===== config.mk =====
export PLATFORM = sky130hd
export DESIGN_NAME = apb_rr_master_arbiter
export DESIGN_NICKNAME = d
export VERILOG_FILES = /design/src/rtl/apb_rr_master_arbiter.sv
export SDC_FILE = /design/constraint.sdc
export NUM_CORES = 1
export LEC_CHECK = 0
export CAP_MARGIN = 20
export CORE_AREA = 2 2 165 167
export DETAILED_ROUTE_END_ITERATION = 10
export DIE_AREA = 0 0 167 169
export PLACE_DENSITY_LB_ADDON = 0.2
export SLEW_MARGIN = 10
export SYNTH_ARGS = -nofsm -noshare
export SYNTH_HDL_FRONTEND = slang
export SYNTH_SLANG_ARGS = --single-unit

===== constraint.sdc =====
create_clock -name pclk_i -period 3.5 [get_ports pclk_i]
set_input_delay 0.875 -clock pclk_i [delete_from_list [all_inputs] [get_ports pclk_i]]
set_output_delay 0.875 -clock pclk_i [all_outputs]
set_load 0.03 [all_outputs]

===== src/rtl/apb_rr_master_arbiter.sv =====
// Round-robin share of one APB master port among NoReqs requesters; grant registers the payload (psel after 1 edge, penable after 2).
// Requests wait while a transfer is in flight; ACCESS stretches with pready_i and a completion pulse returns to the owner.
module apb_rr_master_arbiter #(
   parameter  int NoReqs    = 4,
   parameter  int AddrWidth = 32,
   parameter  int DataWidth = 32,
   localparam int StrbWidth = (DataWidth + 7) / 8,
   localparam int IdxWidth  = (NoReqs > 1) ? $clog2(NoReqs) : 1
) (
   input  logic                          pclk_i,
   input  logic                          preset_i,
   input  logic [NoReqs-1:0]             req_valid_i,
   input  logic [NoReqs-1:0]             req_write_i,
   input  logic [NoReqs*AddrWidth-1:0]   req_addr_i,
   input  logic [NoReqs*DataWidth-1:0]   req_wdata_i,
   input  logic [NoReqs*StrbWidth-1:0]   req_strb_i,
   output logic [NoReqs-1:0]             rsp_valid_o,
   output logic [DataWidth-1:0]          rsp_rdata_o,
   output logic                          rsp_slverr_o,
   output logic [IdxWidth-1:0]           gnt_idx_o,
   output logic                          busy_o,
   output logic                          psel_o,
   output logic                          penable_o,
   output logic                          pwrite_o,
   output logic [AddrWidth-1:0]          paddr_o,
   output logic [DataWidth-1:0]          pwdata_o,
   output logic [StrbWidth-1:0]          pstrb_o,
   input  logic [DataWidth-1:0]          prdata_i,
   input  logic                          pready_i,
   input  logic                          pslverr_i
);

   typedef enum logic [1:0] {IDLE, SETUP, ACCESS} state_t;

   state_t               state_q, state_d;
   logic [IdxWidth-1:0]  last_q, last_d;
   logic [IdxWidth-1:0]  gnt_d;
   logic                 psel_d, penable_d, pwrite_d;
   logic [AddrWidth-1:0] paddr_d;
   logic [DataWidth-1:0] pwdata_d;
   logic [StrbWidth-1:0] pstrb_d;

   logic                 found;
   logic [IdxWidth-1:0]  pick;
   logic [IdxWidth-1:0]  cand;

   logic [AddrWidth-1:0] addr_arr  [NoReqs];
   logic [DataWidth-1:0] wdata_arr [NoReqs];
   logic [StrbWidth-1:0] strb_arr  [NoReqs];

   for (genvar i = 0; i < NoReqs; i++) begin : g_unpack
      assign addr_arr[i]  = req_addr_i[i*AddrWidth +: AddrWidth];
      assign wdata_arr[i] = req_wdata_i[i*DataWidth +: DataWidth];
      assign strb_arr[i]  = req_strb_i[i*StrbWidth +: StrbWidth];
   end

   // Search starts just after the last grant, so the last winner has lowest priority.
   always_comb begin
      found = 1'b0;
      pick  = '0;
      cand  = '0;
      for (int k = 1; k <= NoReqs; k++) begin
         cand = IdxWidth'((int'(last_q) + k) % NoReqs);
         if (!found && req_valid_i[cand]) begin
            found = 1'b1;
            pick  = cand;
         end
      end
   end

   always_comb begin
      state_d   = state_q;
      last_d    = last_q;
      gnt_d     = gnt_idx_o;
      psel_d    = psel_o;
      penable_d = penable_o;
      pwrite_d  = pwrite_o;
      paddr_d   = paddr_o;
      pwdata_d  = pwdata_o;
      pstrb_d   = pstrb_o;
      case (state_q)
         IDLE: begin
            if (found) begin
               pwrite_d  = req_write_i[pick];
               paddr_d   = addr_arr[pick];
               pwdata_d  = wdata_arr[pick];
               pstrb_d   = strb_arr[pick];
               psel_d    = 1'b1;
               penable_d = 1'b0;
               last_d    = pick;
               gnt_d     = pick;
               state_d   = SETUP;
            end
         end
         SETUP: begin
            penable_d = 1'b1;
            state_d   = ACCESS;
         end
         ACCESS: begin
            if (pready_i) begin
               psel_d    = 1'b0;
               penable_d = 1'b0;
               state_d   = IDLE;
            end
         end
         default: state_d = IDLE;
      endcase
   end

   always_ff @(posedge pclk_i) begin
      if (preset_i) begin
         state_q   <= IDLE;
         last_q    <= IdxWidth'(NoReqs - 1);
         gnt_idx_o <= '0;
         psel_o    <= 1'b0;
         penable_o <= 1'b0;
         pwrite_o  <= 1'b0;
         paddr_o   <= '0;
         pwdata_o  <= '0;
         pstrb_o   <= '0;
      end else begin
         state_q   <= state_d;
         last_q    <= last_d;
         gnt_idx_o <= gnt_d;
         psel_o    <= psel_d;
         penable_o <= penable_d;
         pwrite_o  <= pwrite_d;
         paddr_o   <= paddr_d;
         pwdata_o  <= pwdata_d;
         pstrb_o   <= pstrb_d;
      end
   end

   assign busy_o       = (state_q != IDLE);
   assign rsp_rdata_o  = prdata_i;
   assign rsp_slverr_o = pslverr_i;

   // A reset landing on the completing cycle swallows the response; the owner reissues.
   always_comb begin
      rsp_valid_o = '0;
      if (state_q == ACCESS && pready_i && !preset_i)
         rsp_valid_o[gnt_idx_o] = 1'b1;
   end

   a_req_held: assert property (@(posedge pclk_i) disable iff (preset_i)
      (state_q != IDLE) |-> req_valid_i[gnt_idx_o]);

   a_setup_access: assert property (@(posedge pclk_i) disable iff (preset_i)
      (state_q == SETUP) |=> (state_q == ACCESS));

endmodule

Word-level counts from Yosys, hierarchy flattened
Cells that the tools add are included.
W data, S select, Z words.
{"block": "word_totals", "regBits": 77, "output_inout_bits": 111}
{"block": "op_classes", "add_sub_neg": 4, "magnitude_cmp": 8, "eq_ne": 4, "muxes": 38, "n_bitwise": 1, "reduce_logical": 18}
{"operator": "$bmux W32 S2", "count": 2}
{"operator": "$mux W32", "count": 4}
{"operator": "$lt A2 B3 Y1 const B", "count": 6}
{"operator": "$mux W1", "count": 13}
{"operator": "$mux W2", "count": 6}
{"operator": "$mux W4", "count": 3}
{"operator": "$bmux W1 S2", "count": 5}
{"operator": "$bmux W4 S2", "count": 1}
{"operator": "$logic_and A1 B1 Y1", "count": 6}
{"operator": "$pmux W2 S3", "count": 1}
{"operator": "$reduce_and A3 Y1", "count": 2}
{"operator": "$add A2 B1 Y2 const B", "count": 2}
{"operator": "$add A2 B2 Y2 const B", "count": 2}
{"operator": "$logic_not A1 Y1", "count": 4}
{"operator": "$ne A2 B2 Y1 const B", "count": 2}
{"operator": "$reduce_and A2 Y1", "count": 2}
{"operator": "$reduce_bool A2 Y1", "count": 2}
{"operator": "$ge A3 B3 Y1 const B", "count": 1}
{"operator": "$not A2 Y3", "count": 1}
{"operator": "$pmux W1 S3", "count": 1}
{"operator": "$reduce_bool A3 Y1", "count": 1}
{"operator": "$demux W1 S2", "count": 1}
{"operator": "$eq A2 B1 Y1 const B", "count": 1}
{"operator": "$eq A2 B2 Y1 const B", "count": 1}
{"operator": "other kinds (3)", "count": 3}

Logic depth before layout (Yosys ltp)
{"block": "depth", "word_depth": 17, "depth_mapped": 9, "depth_no_buf": 5}

Worst setup path after synthesis
Ideal clock, no wire load.
{"block": "synth_timing", "path_kind": "input to output", "startpoint": "input preset_i", "endpoint": "output rsp_valid_o[0]", "t_arrival_ns": 2.146, "path_slack_ns": 0.479, "stages": 3, "path_buffers": 1, "cell_sequence": "clkbuf_1 nor3b_1 nor3b_1"}
{"block": "synth_between", "elab_chain_cells": 3}
{"item": "from (decl)", "line_no": "11", "source": "input logic preset_i,"}
{"item": "$logic_not A1 Y1", "line_no": "141", "source": "if (state_q == ACCESS && pready_i && !preset_i)"}
{"item": "$logic_and A1 B1 Y1", "line_no": "141"}
{"item": "$mux W4", "line_no": "141"}
{"item": "to (decl)", "line_no": "17", "source": "output logic [NoReqs-1:0] rsp_valid_o,"}
Every way passes these cells.

Worst setup path after layout
{"block": "layout_timing", "startpoint": "input pready_i", "endpoint": "output rsp_valid_o[0]"}
{"block": "layout_between", "elab_chain_cells": 3}
{"item": "from (decl)", "line_no": "29", "source": "input logic pready_i,"}
{"item": "$logic_and A1 B1 Y1 (2 in a row)", "line_no": "141"}
{"item": "$mux W4", "line_no": "141"}
Every way passes these cells.

==> results.ini <==
[timing]
fin_skew_ns = 0.0146
finalMaxSlewViolations = 0
worst_pin_slew_ns = 0.536
rsz0062_at_grt = false
finalSetupViolCount = 0
fmaxAchievable_mhz = 332
min_period_ns = 3.02
hold_viol = 0
min_period_over_period = 0.862
max_slew_margin = 0.642
finalSetupTns_ns = 0
fin_ws_ns = 0.484

[detailed_routing]
ant_nets = 0
drt-wirelength-per-cell_um = 20.8
vias = 7535
wl_um = 30000
first_pass_iters = 5
viasPerCell = 5.23
drtIter0Drc = 501
drc_errors = 0

[setup_path]
reg2reg_from = last_q[1]
arrival_ns = 2.14
ff2ff_setup_slack_ns = 1.36
cp_max_fo = 4
path_class = primary input to primary output
r2r-end = pwdata_o[18]
end_kind = primary output
start_kind = primary input
worstPathRequired_ns = 2.62
r2r_cells = 6

[synth]
netlist_top_cells_count = o21ai_0 (137), dfxtp_1 (77), clkbuf_1 (76), a21oi_1 (74), nand2_1 (74)
synth-async-reset-ratio = 0
mappedNetlistNets = 1129
yosysTopAreaCellShare = 0.265
synth_flop_cell = dfxtp_1
synth_area_sq_um = 5810
synth_top_area_cell = dfxtp_1
synth_warnings = 0
synth-edff-count = 0
synth_seq_area_share = 0.265
synth_cell_type_count = 38
syn_area_per_cell_sq_um = 7.15
synthTopCellsByArea = dfxtp_1 (27%), o21ai_0 (12%), a32oi_1 (10%), o21a_1 (8.9%), a22oi_1 (8.8%)
postSynthCellCount = 813
synth_seq_cells = 77
yosysMostFrequentCell = o21ai_0

[place]
gp_congestion = 0.806
place_area_sq_um = 9720
port_buffers = 360
dp_hpwl_um = 20900
detailedPlace.worstSlack_ns = 0.302

[global_routing]
gr-total-overflow = 0
grt_pass1_wl_um = 44400
grt_pass1_vias = 7455
grt.total_usage = 0.200
antenna_found_initial = 3
grt_max_degree = 48

[clock_network]
cts_setup_buffers = 0
hold_buffers = 0
clk_pin_slew_ns = 0.07
tritoncts = yes
cts.sinks = 77
cts_root_buf = clkbuf_16
cts_resized = 0
htree_num_levels = 3
cts_max_path_buffers = 2
clk_latency_ns = 0.35
numCtsBuffers = 9

[floorplan]
dieArea_sq_um = 28200
start_util = 0.219
die_x_um = 167
pin_count = 427
core_area_sq_um = 26500
die_h_um = 169
rows = 60

[power]
p_leak_nw = 3.44
power_density_nw_per_um2 = 422
ir_worst_vdd_v = 0.000152
finalPower_w = 0.00423

[final_layout]
regArea_sq_um = 1540
drive_gt1_frac = 0.0638
area.growth.synth_to_final_pct = 72.6
fin_nets = 1408
final_cell_area_sq_um = 10000
multi_input_area_sq_um = 3630
fillers = 2802

[hold_path]
worstHoldStart = paddr_o[28]
hold_class = flop to flop
hold_depth = 2
hold_path_end = paddr_o[28]

[run]
drv_cap = 0

[outcome]
status = completed

[sequential cells by signal, indices dropped and copies added (netlist names)]
signal and cells:
gnt_idx_o 2, pstrb_o 4, pwdata_o 32, paddr_o 32, psel_o 1, penable_o 1
pwrite_o 1, last_q 2, state_q 2
[cells in the final DEF, fill, tap and decap left out, types with 18 or more instances in the layout]
cell	synthesis	routed
clkdlybuf4s50_1	0	356
buf_12	0	18
o21ai_0	137	137
a22oi_1	68	68
a21oi_1	74	74
a32oi_1	68	68
nand3_1	70	70
o21a_1	69	68
buf_4	35	24
dfxtp_1	77	77
nand2_1	74	74
[through the flow]
stage               cells  hold WS, ns   util
floorplan             813        0.477      -
global placement     1422        0.478  0.367
detailed placement   1422        0.475  0.367
CTS                  1438        0.493  0.378
global route         1441        0.550  0.379
finish               1441        0.507  0.379
[per-layer routing]
metal  vias up  global-route usage  share of wire  routed length [um]
met5         -                   0              0                   0
met4         0              0.0663          0.021                 632
met3        31              0.0507          0.072                2150
met2       343               0.345           0.49               14700
met1      3559               0.242           0.42               12500
li1       3602                   -              -                   -
[where the power goes]
part | switching (W) | internal (W) | total (W)
registers | 0.000104 | 0.00101 | 0.00111
logic | 0.00115 | 0.000963 | 0.00212
clock network | 0.000431 | 0.000575 | 0.00101
[critical path, stage by stage]
cell	delay, ns
clkdlybuf4s50_1	0.47
nand2_1	0.07
nor3b_1	0.19
buf_4	0.16
nor3b_1	0.18
buf_4	0.19
[logic make-up (layout without fill, tap and decap cells)]
| kind of cell | after synthesis | count (layout) | share of synthesized area |
|---|---|---|---|
| buffers and inverters | 135 | 419 | 0.118 |
| and+or+nand+nor | 172 | 172 | 0.136 |
| DFF | 77 | 77 | 0.265 |
| muxes | 4 | 4 | 0.00710 |
| AOI/OAI and AO/OA | 425 | 425 | 0.473 |
| other | 0 | 3 | 0 |
[area by class of cell]
class / instances / area share
diodes: 3 / 0.000748
clock buffers: 11 / 0.0242
clock inverters: 5 / 0.00599
inverters: 5 / 0.00187
multi-input cells: 601 / 0.362
flip-flops and latches: 77 / 0.154
well taps: 341 / 0.0425
repair buffers: 398 / 0.409
[worst max-delay path by stage]
stage	slack, ns	to	start	cells after the start
3_3_place_gp	0.34	pstrb_o[0]	req_valid_i[3]	7
2_1_floorplan	0.48	rsp_valid_o[0]	preset_i	3
6_report	0.48	rsp_valid_o[0]	pready_i	6
5_1_grt	0.41	rsp_valid_o[0]	pready_i	6
3_5_place_dp	0.30	pwdata_o[5]	req_valid_i[3]	7
4_1_cts	0.47	rsp_valid_o[0]	pready_i	6
(Power assumes the default switching activity.)
